## src/rtl/alu_pkg.sv

```systemverilog
`default_nettype none
// ============================================================================
// Module   : alu_pkg
// Brief    : Opcodes, power/state encoding and flag indices for alu_acc_seq
// Revision : 1.0
// ============================================================================
package alu_pkg;

  localparam int unsigned OP_NOP  = 0;
  localparam int unsigned OP_LOAD = 1;
  localparam int unsigned OP_NOT  = 2;
  localparam int unsigned OP_XOR  = 3;
  localparam int unsigned OP_OR   = 4;
  localparam int unsigned OP_AND  = 5;
  localparam int unsigned OP_SUB  = 6;
  localparam int unsigned OP_ADD  = 7;
  localparam int unsigned OP_MULT = 8;
  localparam int unsigned OP_SHL  = 9;
  localparam int unsigned OP_SHR  = 10;

  typedef enum logic [1:0] {
    ST_OFF  = 2'd0,
    ST_IDLE = 2'd1,
    ST_MUL  = 2'd2
  } pwr_state_e;

  localparam int FLAG_Z = 0;
  localparam int FLAG_N = 1;
  localparam int FLAG_C = 2;
  localparam int NFLAGS = 3;

endpackage
`default_nettype wire

```

## src/rtl/alu_shift_mult.sv

```systemverilog
`default_nettype none
// ============================================================================
// Module   : alu_shift_mult
// Brief    : N-step sequential shift-add multiplier, one step per cycle
// Revision : 1.0
// ============================================================================
module alu_shift_mult #(
  parameter int N = 8
) (
  input  logic           clk,
  input  logic           rst,
  input  logic           start,
  input  logic           abort,
  input  logic [N-1:0]   a,
  input  logic [N-1:0]   b,
  output logic           busy,
  output logic           last,
  output logic [2*N-1:0] product
);

  localparam int CW = $clog2(N);

  logic [2*N-1:0] r_mcand;
  logic [2*N-1:0] r_prod;
  logic [N-1:0]   r_mplier;
  logic [CW-1:0]  r_cnt;
  logic           r_busy;
  logic [2*N-1:0] w_prod_next;

  assign w_prod_next = r_prod + (r_mplier[0] ? r_mcand : '0);
  assign busy        = r_busy;
  assign last        = r_busy && (r_cnt == CW'(N-1));
  // Includes the step taken on the coming edge, so it is final while last=1
  assign product     = w_prod_next;

  always_ff @(posedge clk or negedge rst) begin
    if (!rst) begin
      r_mcand  <= '0;
      r_prod   <= '0;
      r_mplier <= '0;
      r_cnt    <= '0;
      r_busy   <= 1'b0;
    end else if (abort) begin
      r_busy <= 1'b0;
      r_cnt  <= '0;
    end else if (start) begin
      r_mcand  <= {{N{1'b0}}, a};
      r_mplier <= b;
      r_prod   <= '0;
      r_cnt    <= '0;
      r_busy   <= 1'b1;
    end else if (r_busy) begin
      r_prod   <= w_prod_next;
      r_mcand  <= r_mcand << 1;
      r_mplier <= r_mplier >> 1;
      if (last) begin
        r_busy <= 1'b0;
        r_cnt  <= '0;
      end else begin
        r_cnt <= r_cnt + 1'b1;
      end
    end
  end

endmodule
`default_nettype wire

```

## src/rtl/alu_acc_seq.sv

```systemverilog
`default_nettype none
// ============================================================================
// Module   : alu_acc_seq
// Brief    : Accumulator ALU with handshake, power control, shift-add MULT.
//            Define ALU_SAT_EN for saturating ADD/SUB/MULT.
// Revision : 1.0
// ============================================================================
module alu_acc_seq
  import alu_pkg::*;
#(
  parameter int N   = 8,
  parameter int OPW = 4
) (
  input  logic           clk,
  input  logic           rst,
  input  logic           op_valid,
  output logic           op_ready,
  input  logic [OPW-1:0] op,
  input  logic [N-1:0]   in,
  input  logic           on,
  input  logic           off,
  output logic [N-1:0]   out,
  output logic           done,
  output logic           flag_z,
  output logic           flag_n,
  output logic           flag_c,
  output logic           op_err,
  output logic           pwr
);

  localparam int SW = $clog2(N);

  pwr_state_e        r_state, w_state_next;
  logic [N-1:0]      r_acc;
  logic [NFLAGS-1:0] r_flags;
  logic              r_done, r_err;

  logic              w_accept, w_start, w_abort, w_mul_fin;
  logic              w_mbusy, w_mlast;
  logic [2*N-1:0]    w_prod;
  logic [N:0]        w_sum, w_diff, w_shl, w_shr;
  logic [SW-1:0]     w_sh;
  logic [N-1:0]      w_res, w_mres;
  logic              w_c, w_mc, w_upd, w_illegal;

  assign w_accept  = op_valid && op_ready;
  assign w_start   = w_accept && (op == OPW'(OP_MULT));
  assign w_abort   = (r_state == ST_MUL) && (on || off);
  assign w_mul_fin = w_mlast && !w_abort;

  alu_shift_mult #(.N(N)) u_mult (
    .clk     (clk),
    .rst     (rst),
    .start   (w_start),
    .abort   (w_abort),
    .a       (r_acc),
    .b       (in),
    .busy    (w_mbusy),
    .last    (w_mlast),
    .product (w_prod)
  );

  always_ff @(posedge clk or negedge rst) begin
    if (!rst) r_state <= ST_IDLE;
    else      r_state <= w_state_next;
  end

  // Power requests outrank everything; on outranks off
  always_comb begin
    w_state_next = r_state;
    case (r_state)
      ST_OFF:  if (on) w_state_next = ST_IDLE;
      ST_IDLE: begin
        if (on)           w_state_next = ST_IDLE;
        else if (off)     w_state_next = ST_OFF;
        else if (w_start) w_state_next = ST_MUL;
      end
      ST_MUL: begin
        if (on)             w_state_next = ST_IDLE;
        else if (off)       w_state_next = ST_OFF;
        else if (w_mul_fin) w_state_next = ST_IDLE;
      end
      default: w_state_next = ST_IDLE;
    endcase
  end

  always_comb begin
    pwr      = (r_state != ST_OFF);
    op_ready = (r_state == ST_IDLE) && !on && !off;
  end

  assign w_sum  = {1'b0, r_acc} + {1'b0, in};
  assign w_diff = {1'b0, r_acc} - {1'b0, in};
  assign w_sh   = in[SW-1:0];
  // The extra bit catches the last bit shifted out (zero for a shift of 0)
  assign w_shl  = {1'b0, r_acc} << w_sh;
  assign w_shr  = {r_acc, 1'b0} >> w_sh;

  always_comb begin
    w_res     = r_acc;
    w_c       = 1'b0;
    w_upd     = 1'b1;
    w_illegal = 1'b0;
    case (op)
      OPW'(OP_NOP):  w_upd = 1'b0;
      OPW'(OP_LOAD): w_res = in;
      OPW'(OP_NOT):  w_res = ~r_acc;
      OPW'(OP_XOR):  w_res = r_acc ^ in;
      OPW'(OP_OR):   w_res = r_acc | in;
      OPW'(OP_AND):  w_res = r_acc & in;
      OPW'(OP_SUB): begin
        w_c = w_diff[N];
`ifdef ALU_SAT_EN
        w_res = w_diff[N] ? '0 : w_diff[N-1:0];
`else
        w_res = w_diff[N-1:0];
`endif
      end
      OPW'(OP_ADD): begin
        w_c = w_sum[N];
`ifdef ALU_SAT_EN
        w_res = w_sum[N] ? '1 : w_sum[N-1:0];
`else
        w_res = w_sum[N-1:0];
`endif
      end
      OPW'(OP_MULT): w_upd = 1'b0;
      OPW'(OP_SHL): begin
        w_res = w_shl[N-1:0];
        w_c   = w_shl[N];
      end
      OPW'(OP_SHR): begin
        w_res = w_shr[N:1];
        w_c   = w_shr[0];
      end
      default: begin
        w_upd     = 1'b0;
        w_illegal = 1'b1;
      end
    endcase
  end

  always_comb begin
    w_mc = |w_prod[2*N-1:N];
`ifdef ALU_SAT_EN
    w_mres = w_mc ? '1 : w_prod[N-1:0];
`else
    w_mres = w_prod[N-1:0];
`endif
  end

  always_ff @(posedge clk or negedge rst) begin
    if (!rst) begin
      r_acc   <= '0;
      r_flags <= '0;
      r_done  <= 1'b0;
      r_err   <= 1'b0;
    end else begin
      r_done <= 1'b0;
      r_err  <= 1'b0;
      if (w_accept && !w_start) begin
        r_done <= 1'b1;
        r_err  <= w_illegal;
        if (w_upd) begin
          r_acc           <= w_res;
          r_flags[FLAG_Z] <= (w_res == '0);
          r_flags[FLAG_N] <= w_res[N-1];
          r_flags[FLAG_C] <= w_c;
        end
      end else if (w_mul_fin && w_mbusy) begin
        r_done          <= 1'b1;
        r_acc           <= w_mres;
        r_flags[FLAG_Z] <= (w_mres == '0);
        r_flags[FLAG_N] <= w_mres[N-1];
        r_flags[FLAG_C] <= w_mc;
      end
    end
  end

  assign out    = r_acc;
  assign done   = r_done;
  assign op_err = r_err;
  assign flag_z = r_flags[FLAG_Z];
  assign flag_n = r_flags[FLAG_N];
  assign flag_c = r_flags[FLAG_C];

endmodule
`default_nettype wire

```

## config.mk

```make
export PLATFORM = sky130hd
export DESIGN_NAME = alu_acc_seq
export DESIGN_NICKNAME = d
export VERILOG_FILES = /design/src/rtl/alu_pkg.sv /design/src/rtl/alu_shift_mult.sv /design/src/rtl/alu_acc_seq.sv
export SDC_FILE = /design/constraint.sdc
export NUM_CORES = 1
export LEC_CHECK = 0
export BUFFER_PORTS_ARGS = -buffer_cell sky130_fd_sc_hd__clkbuf_2
export CAP_MARGIN = 40
export CELL_PAD_IN_SITES_DETAIL_PLACEMENT = 1
export CELL_PAD_IN_SITES_GLOBAL_PLACEMENT = 1
export CORE_MARGIN = 2
export CORE_UTILIZATION = 52
export CTS_CLUSTER_DIAMETER = 50
export DETAILED_ROUTE_END_ITERATION = 6
export HOLD_SLACK_MARGIN = 0.15
export PLACE_DENSITY_LB_ADDON = 0.05
export SLEW_MARGIN = 20
export SYNTH_ARGS = -nofsm -noshare
export SYNTH_HDL_FRONTEND = slang
export SYNTH_SLANG_ARGS = --single-unit
```

## constraint.sdc

```tcl
create_clock -name clk -period 6 [get_ports clk]
set_input_delay 0.6 -clock clk [delete_from_list [all_inputs] [get_ports clk]]
set_output_delay 0.6 -clock clk [all_outputs]
set_load 0.01 [all_outputs]
```

Yosys cells after proc, flatten, opt, wreduce, memory -nomap -nowiden
Index checks and enable logic that the tools add are counted.
{ "totals": {"out_inout_bits": 15, "n_memories": 0, "mem_bits_ro": 0, "mem_bits_rw": 0, "latch_bits": 0, "reg_bits": 59} }
{ "classes": {"n_bitwise": 5, "div": 0, "multipliers": 0, "n_mux": 36, "n_eq_ne": 17, "order_cmp": 0, "shift": 2, "n_reduce_logical": 28, "add_sub_neg": 4} }
{ "op_table": {"columns": ["cell", "count"], "rows": [
  ["16-bit two-way mux", 5],
  ["8-bit case mux with 9 select lines", 1],
  ["8-bit two-way mux", 5],
  ["3-bit two-way mux", 7],
  ["16-bit adder", 1],
  ["4-bit by 3-bit == test with 1-bit output, second input constant", 4],
  ["8-bit logical NOT", 2],
  ["2-bit two-way mux", 7],
  ["4-bit == test, second input constant", 3],
  ["11-bit OR reduction", 1],
  ["8-bit by 8-bit adder with 9-bit output", 1],
  ["1-bit logical AND", 9],
  ["1-bit two-way mux", 9],
  ["9-bit OR reduction", 1],
  ["8-bit by 3-bit left shift with 9-bit output", 1],
  ["9-bit by 3-bit >> shifter with 9-bit output", 1],
  ["8-bit by 8-bit subtractor with 9-bit output", 1],
  ["8-bit AND", 1],
  ["4-bit by 2-bit == test with 1-bit output, second input constant", 2],
  ["4-bit inequality test, second input constant", 2],
  ["8-bit inverter", 1],
  ["8-bit OR", 1],
  ["8-bit OR reduction", 1],
  ["8-bit bitwise XOR", 1],
  ["17 further kinds", 24]
]} }

Depth between registers and ports, before layout
{ "depth": {"ltp_word": 9, "depth_mapped": 11} }

Modules after synthesis
Synthesis repeated with hierarchy kept, for this count alone.
{ "unflattened": {"cells_unflattened": 658, "area_unflattened_um2": 5566.6} }
{ "by_module_without_submodules": {"columns": ["module", "instances", "cells_per_inst", "area_each_um2"], "rows": [
  ["alu_acc_seq", 1, 370, 2885.3],
  ["alu_shift_mult", 1, 288, 2681.3]
]} }

Least setup slack after synthesis
Ideal clock, no wire load.
{ "synth_timing": {"path_kind": "register to register", "startpoint": "register u_mult.r_mplier[0]", "endpoint": "register r_flags[2]", "arrival_time_ns": 2.699, "path_slack_ns": 3.160, "required_time_ns": 5.859, "period_less_slack_ns": 2.840, "stages_incl_launch_ff": 11, "setup_time_ns": 0.141, "path_buffers": 0, "cell_sequence": "dfrtp_1 -> and2_1 -> ha_1 -> fa_1 -> a211oi_1 -> o21ai_0 -> a211oi_1 -> o31ai_1 -> xor2_1 -> nor4_1 -> a41oi_1"} }
{ "synth_via": {"elab_chain_cells": 5} }
{ "synth_lines": {"columns": ["element", "line", "source"], "rows": [
  ["start, declared", "alu_shift_mult.sv:25", "logic [N-1:0] r_mplier;"],
  ["start signal, assigned", "alu_shift_mult.sv:55", "r_mplier <= r_mplier >> 1;"],
  ["16-bit two-way mux", "alu_shift_mult.sv:30", "assign w_prod_next = r_prod + (r_mplier[0] ? r_mcand : '0);"],
  ["16-bit adder", "alu_shift_mult.sv:30", null],
  ["8-bit OR reduction", "alu_acc_seq.sv:144", "w_mc = |w_prod[2*N-1:N];"],
  ["3-bit two-way mux", "alu_acc_seq.sv:170", "end else if (w_mul_fin && w_mbusy) begin"],
  ["3-bit two-way mux", "alu_acc_seq.sv:161", "if (w_accept && !w_start) begin"],
  ["end signal, assigned by index", "alu_acc_seq.sv:166", "r_flags[FLAG_Z] <= (w_res == '0);"],
  ["end signal, assigned by index", "alu_acc_seq.sv:173", "r_flags[FLAG_Z] <= (w_mres == '0);"],
  ["end signal, assigned by index", "alu_acc_seq.sv:174", "r_flags[FLAG_N] <= w_mres[N-1];"],
  ["end, declared", "alu_acc_seq.sv:35", "logic [NFLAGS-1:0] r_flags;"]
]} }
No other way between the ends. The select of a mux whose other input is x is not followed.
A chain may end at the register's enable or synchronous reset.

Worst setup path in the final report
Same ends and word-level chain as after synthesis.

==> results_dict.tcl <==
set metrics [dict create \
    peakVddDrop_mv 0.172 \
    coreArea_um2 10400 \
    netlist_top_cells_count "sky130_fd_sc_hd__nand2_1, sky130_fd_sc_hd__dfrtp_1, sky130_fd_sc_hd__o21ai_0, sky130_fd_sc_hd__nor2_1, sky130_fd_sc_hd__ha_1" \
    synth_enable_flop_cells 0 \
    finalWorstSetupSlack_ns 2.37 \
    synthesis.yosys.warnings 0 \
    worstHoldEndpoint "u_mult.r_prod[6]" \
    top_usage_layer "met2" \
    fin_crit_ns 3.63 \
    worst_slew_pin_slew_ns 0.726 \
    netlist_area_um2 5610 \
    synth-seq-cells 58 \
    synthDistinctLibCells 78 \
    synth.top_cells.by_area "sky130_fd_sc_hd__dfrtp_1, sky130_fd_sc_hd__ha_1, sky130_fd_sc_hd__mux2i_1, sky130_fd_sc_hd__o21ai_0, sky130_fd_sc_hd__nand2_1" \
    p_per_area_nw_per_um2 255 \
    reg2reg_setup_slack_ns 2.37 \
    wl_per_cell_um 22.0 \
    yosysMostFrequentCell "sky130_fd_sc_hd__nand2_1" \
    yosys.area.top_type "sky130_fd_sc_hd__dfrtp_1" \
    cts-root-to-sink-buffers 2 \
    max_slew_margin_pct 51.1 \
    htree_num_levels 3 \
    cts.sink_count 58 \
    die_y_um 108 \
    critical_path.startpoint_type "flop" \
    fin_setup_tns_ns 0 \
    synth_ff_type "sky130_fd_sc_hd__dfrtp_1" \
    rows 37 \
    post_synth_inst_count 663 \
    worst_r2r_path_depth 10 \
    grt_setup_unrepaired "no" \
    number_of_antenna_violations_at_the_first_check_in_global_routing 0 \
    dp.final_hpwl_um 12800 \
    grt_use_met3_pct 7.08 \
    crit_fanout 17 \
    holdPathStages 2 \
    fin_worst_skew_ns 0.0133 \
    gp_congestion 0.990 \
    die_area_um2 11600 \
    max_cap_violations 0 \
    arrival_ns 3.83 \
    drt_first_iter_violations 387 \
    clockRootBuffer "sky130_fd_sc_hd__clkbuf_8" \
    antenna-diode-count 0 \
    maximum_number_of_pins_on_one_net_before_global_route_repair 64 \
    status "finished, final reports clean" \
    yosysSeqAreaShare_pct 25.9 \
    first_global_vias 5277 \
    clk_pin_slew_worst_paths_ns 0.07 \
    postRouteWirelength_um 17700 \
    areaGrowthSynthToFinish_pct 6.45 \
    cp-end-kind "flop" \
    route.vias.total 5148 \
    hold_path.class "reg -> reg" \
    async_reset_ff_share_pct 100 \
    drive_above_1_share_pct 12.4 \
    critical_path.reg2reg.endpoint "r_flags[2]" \
    met1_track_demand_over_resource_pct 42.0 \
    grt_util_met2_pct 52.5 \
    post_synth_top_area_share_pct 25.4 \
    fmaxAchievable_mhz 275 \
    start_util_pct 53.8 \
    reported_leakage_power_nw 2.62 \
    final_number_of_max_transition_violations 0 \
    syn-num-nets 728 \
    finish.net_count 729 \
    critical_path_class "reg -> reg" \
    syn_area_per_cell_um2 8.46 \
    timing.final.crit_share_pct 60.5 \
    floorplan.io_pins 32 \
    setup_ws_pre_cts_ns 2.53 \
    routed_via_density 6.40 \
    final_hold_violation_count 0 \
    beginning_of_the_worst_register_to_register_path "u_mult.r_mplier[0]" \
    drt_pre_antenna_iters 7 \
    floorplan_die_width_um 108 \
    route.antenna.remaining_nets 0 \
    detail_route.drc_violations 0 \
    grt_first_pass_wirelength_um 28700 \
    timing.critical_path.required_ns 6.20 \
    post_cts_buffers 0 \
    gr-usage-all-layers_pct 32.0 \
    cts_made_buffers 9 \
    aggregate_global_routing_overflow 0 \
    worstHoldStart "u_mult.r_prod[6]" \
    setup_viol 0 \
    clk_latency_ns 0.36 \
    cts_tree "done" \
    port_buffers 31 \
]
-- timing repair --
action                                  in CTS  in global routing
hold buffers                                 0                  1
resized for setup                            0                  0
hold endpoints to repair                     0                  2
endpoints found under the setup margin       0                  0
-- placed cells by master (no fill, tap or decap), drive strengths merged, types with 4 or more instances in the layout --
| cell | n |
|---|---|
| mux2 | 7 |
| xor2 | 6 |
| nor3b | 6 |
| o21bai | 8 |
| o22ai | 5 |
| o31ai | 8 |
| o211ai | 6 |
| nor2 | 48 |
| a211oi | 13 |
| a211o | 4 |
| o21a | 5 |
| mux2i | 34 |
| a21oi | 40 |
| o21ai | 55 |
| clkbuf | 40 |
| mux4 | 6 |
| ha | 45 |
| nand3 | 11 |
| nand4bb | 4 |
| nor2b | 7 |
| nor4 | 10 |
| dfrtp | 57 |
| a22o | 6 |
| nand2 | 70 |
| nand2b | 9 |
| and2 | 18 |
| a32oi | 4 |
| inv | 32 |
| buf | 4 |
| a21o | 10 |
| a2111oi | 6 |
| nor3 | 9 |
| xnor2 | 10 |
-- how the worst max path moves through the flow --
stage,endpoint,from,slack [ns]
after floorplan,r_flags[2],u_mult.r_mplier[0],3.16
after global placement,r_flags[0],in[0],2.65
after detailed placement,r_flags[2],u_mult.r_mplier[0],2.53
after CTS,r_flags[2],u_mult.r_mplier[0],2.43
after global routing,r_flags[2],u_mult.r_mplier[0],2.10
final,r_flags[2],u_mult.r_mplier[0],2.37
-- kinds of logic (layout without fill, tap and decap cells) --
| family | count (synthesis) | after routing | synth area share (%) |
|---|---|---|---|
| AND/OR/NAND/NOR | 215 | 215 | 20.0 |
| AO/OA/AOI/OAI | 201 | 201 | 24.0 |
| buffers and inverters | 78 | 83 | 6.45 |
| flip-flops | 58 | 58 | 25.9 |
| adder cells (fa/ha/maj) | 48 | 48 | 11.1 |
| multiplexers | 47 | 47 | 10.0 |
| XOR/XNOR | 16 | 16 | 2.50 |
-- cell type report --
type | count | area, um2
multi-input cells | 527 | 3810
repair buffers | 36 | 215
clock buffers | 9 | 124
flip-flops and latches | 58 | 1450
clock inverters | 6 | 82.6
well taps | 136 | 170
fillers | 1237 | 4450
inverters | 32 | 120
-- routing by layer --
| layer | up-vias | wire, um |
|---|---|---|
| met5 | - | 0 |
| met4 | 0 | 391 |
| met3 | 31 | 1100 |
| met2 | 158 | 8360 |
| met1 | 2531 | 7870 |
| li1 | 2428 | - |
-- stage by stage --
stage               hold WS (ns)  utilization [%]  instances  instance area [um2]  total power, mW
floorplan                  0.304                -        663                 5610            0.926
global placement           0.466             55.0        787                 5730             1.10
detailed placement         0.479             55.0        787                 5730             1.12
CTS                        0.429             57.0        802                 5930             1.52
global route               0.519             57.3        804                 5970             1.61
finish                     0.488             57.3        804                 5970             1.53
-- critical path: stages (launching register included) --
cell and delay, ns:
sky130_fd_sc_hd__dfrtp_1 0.56, sky130_fd_sc_hd__and2_1 0.24, sky130_fd_sc_hd__ha_1 0.23, sky130_fd_sc_hd__fa_1 0.43, sky130_fd_sc_hd__a211oi_1 0.49, sky130_fd_sc_hd__o21ai_0 0.25
sky130_fd_sc_hd__a211oi_1 0.48, sky130_fd_sc_hd__o31ai_1 0.14, sky130_fd_sc_hd__xor2_1 0.17, sky130_fd_sc_hd__nor4_1 0.34, sky130_fd_sc_hd__a41oi_1 0.17
-- state kept, by name (all words and copies together) (netlist names) --
register         cells
u_mult.r_cnt         3
op_err               1
r_flags              3
out                  7
u_mult.r_prod       16
u_mult.r_mcand      16
u_mult.r_mplier      8
u_mult.busy          1
done                 1
r_state              2
-- report_power, final --
part / total (mW) / leakage, nW / switching [mW] / internal (mW)
Clock: 0.397 / 0.105 / 0.168 / 0.229
Sequential: 0.537 / 0.780 / 0.107 / 0.430
Combinational: 0.591 / 1.74 / 0.349 / 0.242
Total: 1.53 / 2.62 / 0.624 / 0.901
Note: power is estimated with default switching activity, not from simulation.
